==> config.mk <==
export PLATFORM = sky130hd
export DESIGN_NAME = plab4_net_domain_scheduler_tp
export DESIGN_NICKNAME = d
export VERILOG_FILES = /design/src/rtl/plab4_net_domain_scheduler_tp_pkg.sv /design/src/rtl/plab4_net_domain_scheduler_tp_slotcnt.sv /design/src/rtl/plab4_net_domain_scheduler_tp.sv
export SDC_FILE = /design/constraint.sdc
export NUM_CORES = 1
export LEC_CHECK = 0
export ABC_AREA = 1
export CAP_MARGIN = 20
export CORE_ASPECT_RATIO = 0.8
export CORE_MARGIN = 2
export CORE_UTILIZATION = 53
export CTS_CLUSTER_DIAMETER = 40
export DETAILED_ROUTE_END_ITERATION = 7
export GPL_TIMING_DRIVEN = 0
export PLACE_DENSITY_LB_ADDON = 0.15
export SLEW_MARGIN = 0
export SYNTH_ARGS = -nofsm -noshare
export SYNTH_HDL_FRONTEND = slang
export SYNTH_SLANG_ARGS = --single-unit
==> constraint.sdc <==
create_clock -name clk -period 3.8 [get_ports clk]
set_clock_uncertainty 0.1 [all_clocks]
set_input_delay 1.14 -clock clk [delete_from_list [all_inputs] [get_ports clk]]
set_output_delay 1.14 -clock clk [all_outputs]
set_load 0.03 [all_outputs]
==> src/rtl/plab4_net_domain_scheduler_tp_pkg.sv <==
//------------------------------------------------------------------------
// plab4_net_domain_scheduler_tp_pkg
//------------------------------------------------------------------------
// Shared definitions for the timing-protected domain scheduler.
//  - cfg_msg field macros: {len_d1, len_d0}, with len_d0 in the low field.
//    They expand in terms of p_slot_nbits, so they are only usable inside
//    a module that has that parameter.
//  - Clamp-minimum macro. Every slot needs at least one active cycle, so
//    the smallest legal length is p_dead_cycles+1.
//  - The slot-phase enum (ACTIVE / DEAD) exposed by the slot counter.
//  - A generic length clamp helper.
//------------------------------------------------------------------------

`ifndef PLAB4_NET_SCHED_MSGS
`define PLAB4_NET_SCHED_MSGS
`define PLAB4_NET_SCHED_CFG_LEN_D0_FIELD (p_slot_nbits-1):0
`define PLAB4_NET_SCHED_CFG_LEN_D1_FIELD (2*p_slot_nbits-1):p_slot_nbits
`define PLAB4_NET_SCHED_CLAMP_MIN (p_dead_cycles+1)
`endif

package plab4_net_domain_scheduler_tp_pkg;

  // Phase of the current slot. In ACTIVE the terminals may inject. In DEAD
  // injection is blocked so in-flight traffic drains before the switch.
  typedef enum logic {
    SLOT_ACTIVE = 1'b0,
    SLOT_DEAD   = 1'b1
  } slot_state_e;

  // Raises a requested slot length to the minimum legal length.
  function automatic logic [31:0] clamp_len(input logic [31:0] len,
                                            input logic [31:0] min_len);
    return (len < min_len) ? min_len : len;
  endfunction

endpackage

==> src/rtl/plab4_net_domain_scheduler_tp_slotcnt.sv <==
//------------------------------------------------------------------------
// plab4_net_DomainSlotCounter
//------------------------------------------------------------------------
// Counts cycles within the current slot and flags the slot boundary and
// the active (injection) window.
//
// Ports:
//   clk           clock
//   reset         asynchronous active-high reset; clears the counter
//   len_i         length L of the current slot (already clamped, >= dead+1)
//   slot_cnt_o    cycle index within the slot, 0 .. L-1
//   boundary_o    1 on the last cycle of the slot (slot_cnt == L-1)
//   slot_active_o 1 while slot_cnt < L - p_dead_cycles
//   state_o       ACTIVE/DEAD view of slot_active_o, for debug and checkers
//------------------------------------------------------------------------

module plab4_net_DomainSlotCounter
  import plab4_net_domain_scheduler_tp_pkg::*;
#(
  parameter int p_slot_nbits  = 8,
  parameter int p_dead_cycles = 1
)(
  input  logic                    clk,
  input  logic                    reset,
  input  logic [p_slot_nbits-1:0] len_i,
  output logic [p_slot_nbits-1:0] slot_cnt_o,
  output logic                    boundary_o,
  output logic                    slot_active_o,
  output slot_state_e             state_o
);

  localparam logic [p_slot_nbits-1:0] c_one  = p_slot_nbits'(1);
  localparam logic [p_slot_nbits-1:0] c_dead = p_slot_nbits'(p_dead_cycles);

  logic [p_slot_nbits-1:0] slot_cnt_q;
  logic [p_slot_nbits-1:0] slot_cnt_d;

  always_ff @(posedge clk or posedge reset) begin
    if (reset) slot_cnt_q <= '0;
    else       slot_cnt_q <= slot_cnt_d;
  end

  // The length only changes on a boundary, when the counter returns to 0,
  // so slot_cnt_q never overtakes L-1. The clamp guarantees that L-dead
  // cannot underflow at p_slot_nbits width.
  always_comb begin
    boundary_o    = (slot_cnt_q == (len_i - c_one));
    slot_cnt_d    = boundary_o ? '0 : (slot_cnt_q + c_one);
    slot_active_o = (slot_cnt_q < (len_i - c_dead));
    state_o       = slot_active_o ? SLOT_ACTIVE : SLOT_DEAD;
  end

  assign slot_cnt_o = slot_cnt_q;

endmodule

==> src/rtl/plab4_net_domain_scheduler_tp.sv <==
//------------------------------------------------------------------------
// plab4_net_domain_scheduler_tp
//------------------------------------------------------------------------
// Time-division scheduler for the timing-protected ring. It alternates
// domain 0 and domain 1 in fixed-length slots and blanks the trailing
// p_dead_cycles of every slot. Slot lengths come from active registers
// that reload from pending registers only at an epoch boundary, which is
// the end of a domain-1 slot. The schedule therefore never depends on
// run-time traffic.
//
// Ports:
//   clk, reset        clock; asynchronous active-high reset
//   cfg_val/cfg_rdy   config write handshake. A write transfers on a cycle
//                     where cfg_val && cfg_rdy at the rising clk edge.
//                     cfg_rdy is always 1.
//   cfg_msg           {len_d1, len_d0}; written into the pending lengths
//   domain            current security domain (router domain select)
//   slot_active       1 = injection window, 0 = dead time
//   inject_en_d0/d1   per-domain terminal injection enables
//   slot_cnt          cycle index within the current slot
//   epoch_cnt         completed d0+d1 epochs, wraps
//   slot_state        ACTIVE/DEAD phase of the slot (debug view)
// Every output comes from registers only; cfg_* reach only pending state.
//------------------------------------------------------------------------

module plab4_net_domain_scheduler_tp
  import plab4_net_domain_scheduler_tp_pkg::*;
#(
  parameter int p_slot_nbits     = 8,
  parameter int p_default_len_d0 = 4,
  parameter int p_default_len_d1 = 4,
  parameter int p_dead_cycles    = 1,
  parameter int p_epoch_nbits    = 16
)(
  input  logic                      clk,
  input  logic                      reset,
  input  logic                      cfg_val,
  output logic                      cfg_rdy,
  input  logic [2*p_slot_nbits-1:0] cfg_msg,
  output logic                      domain,
  output logic                      slot_active,
  output logic                      inject_en_d0,
  output logic                      inject_en_d1,
  output logic [p_slot_nbits-1:0]   slot_cnt,
  output logic [p_epoch_nbits-1:0]  epoch_cnt,
  output slot_state_e               slot_state
);

  localparam int c_clamp_min = `PLAB4_NET_SCHED_CLAMP_MIN;
  localparam int c_def_d0 = (p_default_len_d0 < c_clamp_min) ? c_clamp_min
                                                             : p_default_len_d0;
  localparam int c_def_d1 = (p_default_len_d1 < c_clamp_min) ? c_clamp_min
                                                             : p_default_len_d1;
  localparam logic [p_slot_nbits-1:0] c_rst_len_d0 = p_slot_nbits'(c_def_d0);
  localparam logic [p_slot_nbits-1:0] c_rst_len_d1 = p_slot_nbits'(c_def_d1);

  function automatic logic [p_slot_nbits-1:0] clamp(input logic [p_slot_nbits-1:0] len);
    logic [31:0] v;
    v = clamp_len(32'(len), 32'(c_clamp_min));
    return v[p_slot_nbits-1:0];
  endfunction

  logic                     domain_q,   domain_d;
  logic [p_epoch_nbits-1:0] epoch_q,    epoch_d;
  logic [p_slot_nbits-1:0]  len_d0_q,   len_d0_d;
  logic [p_slot_nbits-1:0]  len_d1_q,   len_d1_d;
  logic [p_slot_nbits-1:0]  pend_d0_q,  pend_d0_d;
  logic [p_slot_nbits-1:0]  pend_d1_q,  pend_d1_d;

  logic [p_slot_nbits-1:0]  cur_len;
  logic                     boundary;
  logic                     cfg_fire;
  logic                     epoch_end;

  assign cfg_rdy  = 1'b1;
  assign cfg_fire = cfg_val && cfg_rdy;
  assign cur_len  = domain_q ? len_d1_q : len_d0_q;

  plab4_net_DomainSlotCounter #(
    .p_slot_nbits  (p_slot_nbits),
    .p_dead_cycles (p_dead_cycles)
  ) slot_counter (
    .clk           (clk),
    .reset         (reset),
    .len_i         (cur_len),
    .slot_cnt_o    (slot_cnt),
    .boundary_o    (boundary),
    .slot_active_o (slot_active),
    .state_o       (slot_state)
  );

  always_ff @(posedge clk or posedge reset) begin
    if (reset) begin
      domain_q  <= 1'b0;
      epoch_q   <= '0;
      len_d0_q  <= c_rst_len_d0;
      len_d1_q  <= c_rst_len_d1;
      pend_d0_q <= c_rst_len_d0;
      pend_d1_q <= c_rst_len_d1;
    end else begin
      domain_q  <= domain_d;
      epoch_q   <= epoch_d;
      len_d0_q  <= len_d0_d;
      len_d1_q  <= len_d1_d;
      pend_d0_q <= pend_d0_d;
      pend_d1_q <= pend_d1_d;
    end
  end

  // An epoch ends on the boundary of a domain-1 slot. The active lengths
  // load the pending registers as they stood before this edge. A config
  // write landing on the same edge only updates pending, so it takes effect
  // at the following epoch.
  always_comb begin
    epoch_end = boundary && domain_q;
    domain_d  = domain_q ^ boundary;
    epoch_d   = epoch_end ? (epoch_q + p_epoch_nbits'(1)) : epoch_q;
    len_d0_d  = epoch_end ? pend_d0_q : len_d0_q;
    len_d1_d  = epoch_end ? pend_d1_q : len_d1_q;
    pend_d0_d = pend_d0_q;
    pend_d1_d = pend_d1_q;
    if (cfg_fire) begin
      pend_d0_d = clamp(cfg_msg[`PLAB4_NET_SCHED_CFG_LEN_D0_FIELD]);
      pend_d1_d = clamp(cfg_msg[`PLAB4_NET_SCHED_CFG_LEN_D1_FIELD]);
    end
  end

  assign domain       = domain_q;
  assign epoch_cnt    = epoch_q;
  assign inject_en_d0 = slot_active && !domain_q;
  assign inject_en_d1 = slot_active &&  domain_q;

endmodule

# Word-level counts from Yosys, hierarchy flattened
# Cells that the tools add are included.
# Widths: inputs -> output; s select.
dict set report word_totals {
  elab_cells 24
  ff_bits 57
  out_inout_bits 30
}
dict set report classes {
  mux 5
  addsub 3
  n_lt_le_gt_ge 3
  n_reduce_logical 4
  n_eq_ne 1
  n_bitwise 1
}
# op count
set op_table {}
lappend op_table {{$mux 8} 4}
lappend op_table {{$add 16x1->16 const B} 1}
lappend op_table {{$lt 8x2->1 const B} 2}
lappend op_table {{$add 8x1->8 const B} 1}
lappend op_table {{$eq 8x8->1} 1}
lappend op_table {{$lt 8x8->1} 1}
lappend op_table {{$sub 8x1->8 const B} 1}
lappend op_table {{$logic_and 1x1->1} 3}
lappend op_table {{$logic_not 1->1} 1}
lappend op_table {{$mux 1} 1}
lappend op_table {{$xor 1x1->1} 1}

# Logic depth before layout (Yosys ltp)
dict set report logic_depth {
  ltp_word 4
  mapped_depth 22
  mapped_depth_nobuf 21
}

# Cells and area by module
# From an unflattened synthesis, not the netlist that was laid out.
dict set report unflattened {
  cells_unflattened 360
  hier_area_um2 2967.8
}
# mod n_inst cells_per_inst seq_area_each_um2 area_each_um2
set modules_own_cells {}
lappend modules_own_cells {plab4_net_domain_scheduler_tp 1 255 1231.2 2248.4}
lappend modules_own_cells {plab4_net_DomainSlotCounter 1 105 200.2 719.4}

# Least setup slack after synthesis
# Ideal clock, no wire load.
dict set report synth_timing {
  path_kind {reg2out}
  start {register domain_q, in the netlist domain}
  end {output inject_en_d0}
  path_stages_with_launch 14
  path_buffers 1
  arrival_ns 2.660
  t_required_ns 2.560
  slack_ns -0.100
  cell_sequence {dfrtp_1 buf_6 o21ai_2 inv_1 ha_1 xor2_1 ha_1 nand2_1 inv_1 nand2_1 nand2_1 nand2_1 nand2_1 nor2_1}
}
dict set report synth_between {
  elab_chain_cells 4
}
# item line
set synth_rtl {}
lappend synth_rtl {{from (decl)} plab4_net_domain_scheduler_tp.sv:63} ;# logic domain_q, domain_d;
lappend synth_rtl {{from (signal assigned)} plab4_net_domain_scheduler_tp.sv:101} ;# domain_q <= domain_d;
lappend synth_rtl {{$mux 8} plab4_net_domain_scheduler_tp.sv:77} ;# assign cur_len = domain_q ? len_d1_q : len_d0_q;
lappend synth_rtl {{$sub 8x1->8} plab4_net_domain_scheduler_tp_slotcnt.sv:49} ;# slot_active_o = (slot_cnt_q < (len_i - c_dead));
lappend synth_rtl {{$lt 8x8->1} plab4_net_domain_scheduler_tp_slotcnt.sv:49}
lappend synth_rtl {{$logic_and 1x1->1 *} plab4_net_domain_scheduler_tp.sv:130} ;# assign inject_en_d0 = slot_active && !domain_q;
lappend synth_rtl {{to (decl)} plab4_net_domain_scheduler_tp.sv:42} ;# output logic inject_en_d0,
# Every way passes the cells marked *; elsewhere a longest branch is shown, timed or not.

# Final worst setup path
dict set report layout_timing {
  start {register domain_q, in the netlist domain}
  end {output inject_en_d1}
}
dict set report layout_between {
  elab_chain_cells 4
}
# item line
set layout_rtl {}
lappend layout_rtl {{$mux 8} plab4_net_domain_scheduler_tp.sv:77}
lappend layout_rtl {{$sub 8x1->8} plab4_net_domain_scheduler_tp_slotcnt.sv:49}
lappend layout_rtl {{$lt 8x8->1} plab4_net_domain_scheduler_tp_slotcnt.sv:49}
lappend layout_rtl {{$logic_and 1x1->1 *} plab4_net_domain_scheduler_tp.sv:131} ;# assign inject_en_d1 = slot_active && domain_q;
lappend layout_rtl {{to (decl)} plab4_net_domain_scheduler_tp.sv:43} ;# output logic inject_en_d1,
# Marks and branches as above.

==> implementation parameters <==
Parameter                              Value

Outcome
  Status    complete, no violations

Synthesis
  Main synth FF type    dfrtp_1
  Post-Syn Nets    372
  Post-Syn Instances    341
  Warning count from the yosys run    0
  Post-synth top area share    0.444
  Biggest area contributors in the synthesized netlist    dfrtp_1, nand2_1, inv_1
  Synth async-reset ratio    1.00
  Count of distinct cell types in the synthesized netlist    35
  Number of flops mapped to enable cells by yosys    0
  Syn Std Cell Area    approximately 0.0030 mm²
  Number of synthesized register bits    57
  Average cell area after synthesis    roughly 8.8 µm²
  Portion of the post-synthesis area used by sequential elements    0.479
  Post-synth top area cell    dfrtp_1

Final layout
  Multi-input combinational cell area    ~0.0014 mm²
  Post-synthesis to final-layout area growth    28.5%
  Register area    0.00143 mm²
  Number of nets in the finished design    433
  Fill cells    444
  Fraction of layout instances using a drive strength above 1    0.174
  Count of antenna diodes in the layout    0
  Final instance area    0.00384 mm²
  Final standard cell count with taps included and fillers excluded    around 490

Critical path
  Worst-path cell with the longest stage delay    dfrtp_2
  Signal arrival time at the worst endpoint    2.47 ns
  Cell occurring most often along the worst timing path    nand2_1
  Largest stage delay, worst path    0.45 ns
  Type of the worst setup path    reg -> out
  WP buf/inv    4
  Critical Path, Cell by Cell    buf_8 -> o21ai_4 -> inv_2 -> ha_4 -> xor2_1 -> ha_1 -> nand2_1 -> inv_2 -> nand2_1 -> nand2_1 -> nand2_1 -> nand2_2 -> nor2_1 -> buf_4
  Worst Path Required    2.56 ns
  Type of element launching the critical path    flip-flop
  Critical Path Sink Type    primary output
  Maximum fanout along the worst path    10
  Cell type group with the largest total delay on the critical path    flip-flops

Placement
  Estimated wirelength of the detail-placed design    around 4.4 mm
  Cell Area, Placed    roughly 0.0036 mm²
  Count of buffers from port buffering    46
  Placed Cells incl. Taps    466
  Final RePlAce weighted congestion    0.775

STA
  Slew of the pin with the lowest slew margin    0.530 ns
  Remaining max-slew budget at the tightest pin    0.646
  Peak clock frequency supported by timing    270 MHz
  RSZ-0062 raised after global routing    yes
  Setup violation total in the final timing report    0
  Final hold violations    0
  Shortest clock period the worst path allows after layout    about 3.7 ns
  Share of the clock period used by the worst path after layout    0.976
  Sum Neg Setup Slack    0 ns
  Final-report max-slew violation count    0

Route
  Number of DRC violations after detailed-routing iteration 0    88
  Via density per instance    4.91
  Number of detailed-routing iterations run before antenna repair    4
  Overall via count from detail_route    2383
  DRC Markers    0
  DRT Wirelength    5.91 mm
  Avg WL per Cell    12.2 µm
  Post-DRT Antenna Nets    0

Global route
  Maximum number of pins on one net before global-route repair    34
  Global route overflow    0
  Via count of the first global-routing pass    2334
  Global router's overall resource usage    0.218
  Antenna violations before repair    0
  First-pass GRT wire length    10.4 mm

Clock network
  Number of clock sinks    between 50 and 60
  Clock slew seen by the registers of the worst setup and hold paths    0.06 ns
  Root buffer selected by CTS    clkbuf_8
  H-tree Lvls    3
  TritonCTS buffer count    9
  Clock Path Buffers    2
  Latest clock arrival within the worst-skew pair    0.33 ns
  CTS tree    built

Pwr
  Maximum vdd ir drop    249 µV
  Pwr/cell area    346 mW/mm²
  Cell leakage power    1.81 nW

Floorplanning
  Die H    71.1 µm
  Area of the core    0.00544 mm²
  Row count    24
  Count of pins on the block boundary    49
  Horizontal die dimension    slightly below 90 µm
  Area of the die    0.00625 mm²
  Initial core utilization    0.549

Min path
  Class of the tightest hold or removal check    reg -> reg

Job
  Max-cap check violation count    0
-- placed cells by master (no fill, tap or decap), types with 10 or more instances in the layout --
cell type        count
nand2_1             82
dfrtp_1             52
inv_1               43
clkdlybuf4s50_1     42
nor2_1              32
o21ai_0             20
mux2_2              14
nand3_1             12
ha_1                11
clkbuf_8            11
xor2_1              10
-- cell families after synthesis --
logic type,after synthesis,synth area share
and+or+nand+nor,155,0.236
DFF,57,0.479
buffers and inverters,55,0.0750
AOI/OAI and AO/OA,32,0.0587
xor gates and xnor gates,15,0.0465
muxes,14,0.0528
adders and majority gates,12,0.0503
other,1,0.00126
-- cell usage after synthesis (2+ instances only) --
| master | number |
|---|---|
| dfrtp_1 | 53 |
| xnor2_1 | 4 |
| o22ai_1 | 2 |
| a21oi_1 | 5 |
| buf_4 | 2 |
| nand4_1 | 5 |
| xor2_1 | 10 |
| dfstp_2 | 4 |
| nand2_1 | 84 |
| inv_1 | 46 |
| nor2_2 | 4 |
| buf_2 | 2 |
| o21a_1 | 2 |
| clkbuf_1 | 3 |
| nand2_4 | 3 |
| ha_1 | 12 |
| nor2_1 | 34 |
| nand3b_1 | 2 |
| nor3b_1 | 2 |
| mux2_2 | 14 |
| nand2_2 | 4 |
| nand3_1 | 12 |
| o21ai_0 | 20 |
-- flip-flops by register name (all words and copies together) (netlist names) --
register and cells:
epoch_cnt 16, pend_d0_q 8, len_d1_q 8, domain 1, slot_counter.slot_cnt_o 8, len_d0_q 8, pend_d1_q 8
-- metal layers --
layer | track usage | routed length, µm | vias to the layer above
li1 | - | - | 1199
met1 | 0.304 | 2820 | 1124
met2 | 0.327 | 2740 | 52
met3 | 0.0735 | 292 | 8
met4 | 0.0650 | 53 | 0
met5 | 0 | 0 | -
-- power breakdown --
part | internal [W] | leakage [nW] | switching [W]
clock network | 0.000406 | 0.111 | 0.000226
registers | 0.000626 | 0.736 | 0.00000860
logic | 0.0000334 | 0.960 | 0.0000274
total | 0.00106 | 1.81 | 0.000262
-- path summary, 6_finish.rpt --
check	startpoint	endpoint	slack [ns]	cells past startpoint
setup / recovery	domain	inject_en_d1	0.09	14
hold / removal	pend_d0_q[2]	len_d0_q[2]	0.38	2
setup reg to reg	domain	epoch_cnt[13]	0.45	21
hold reg to reg	pend_d0_q[2]	len_d0_q[2]	0.38	2
max in group asynchronous	reset	domain	1.96	3
min in group asynchronous	reset	slot_counter.slot_cnt_o[2]	1.07	2
-- per-stage QoR --
step	total power, W	hold WS [ns]	worst slack [ns]	util
after detailed placement	0.000708	0.375	-0.286	0.656
after global routing	0.00137	0.410	-0.0587	0.706
after CTS	0.00134	0.389	0.00583	0.696
final	0.00133	0.382	0.0897	0.706
after global placement	0.000703	0.367	-0.239	0.652
after floorplan	0.000676	0.349	-0.0997	-
-- repair_timing --
item                                   CTS  global route
endpoints found under the hold margin    0             0
setup endpoints to repair                4             4
pin swaps                                1             2
hold buffers                             0             0
resized for setup                       26            10
setup buffers                            0             3
-- worst min-delay path, cell delays in order, from the launching register on --
cell and delay [ns]:
dfstp_2 0.36, nand2_1 0.04, o21ai_0 0.07
-- final cells by class --
cell class / instances / area share
well taps: 78 / 0.0254
clock inverters: 2 / 0.0157
multi-input cells: 229 / 0.354
clock buffers: 14 / 0.0424
flip-flops and latches: 57 / 0.373
repair buffers: 50 / 0.129
inverters: 47 / 0.0466
plain buffers: 8 / 0.0134
Note: power is estimated with default switching activity, not from simulation.
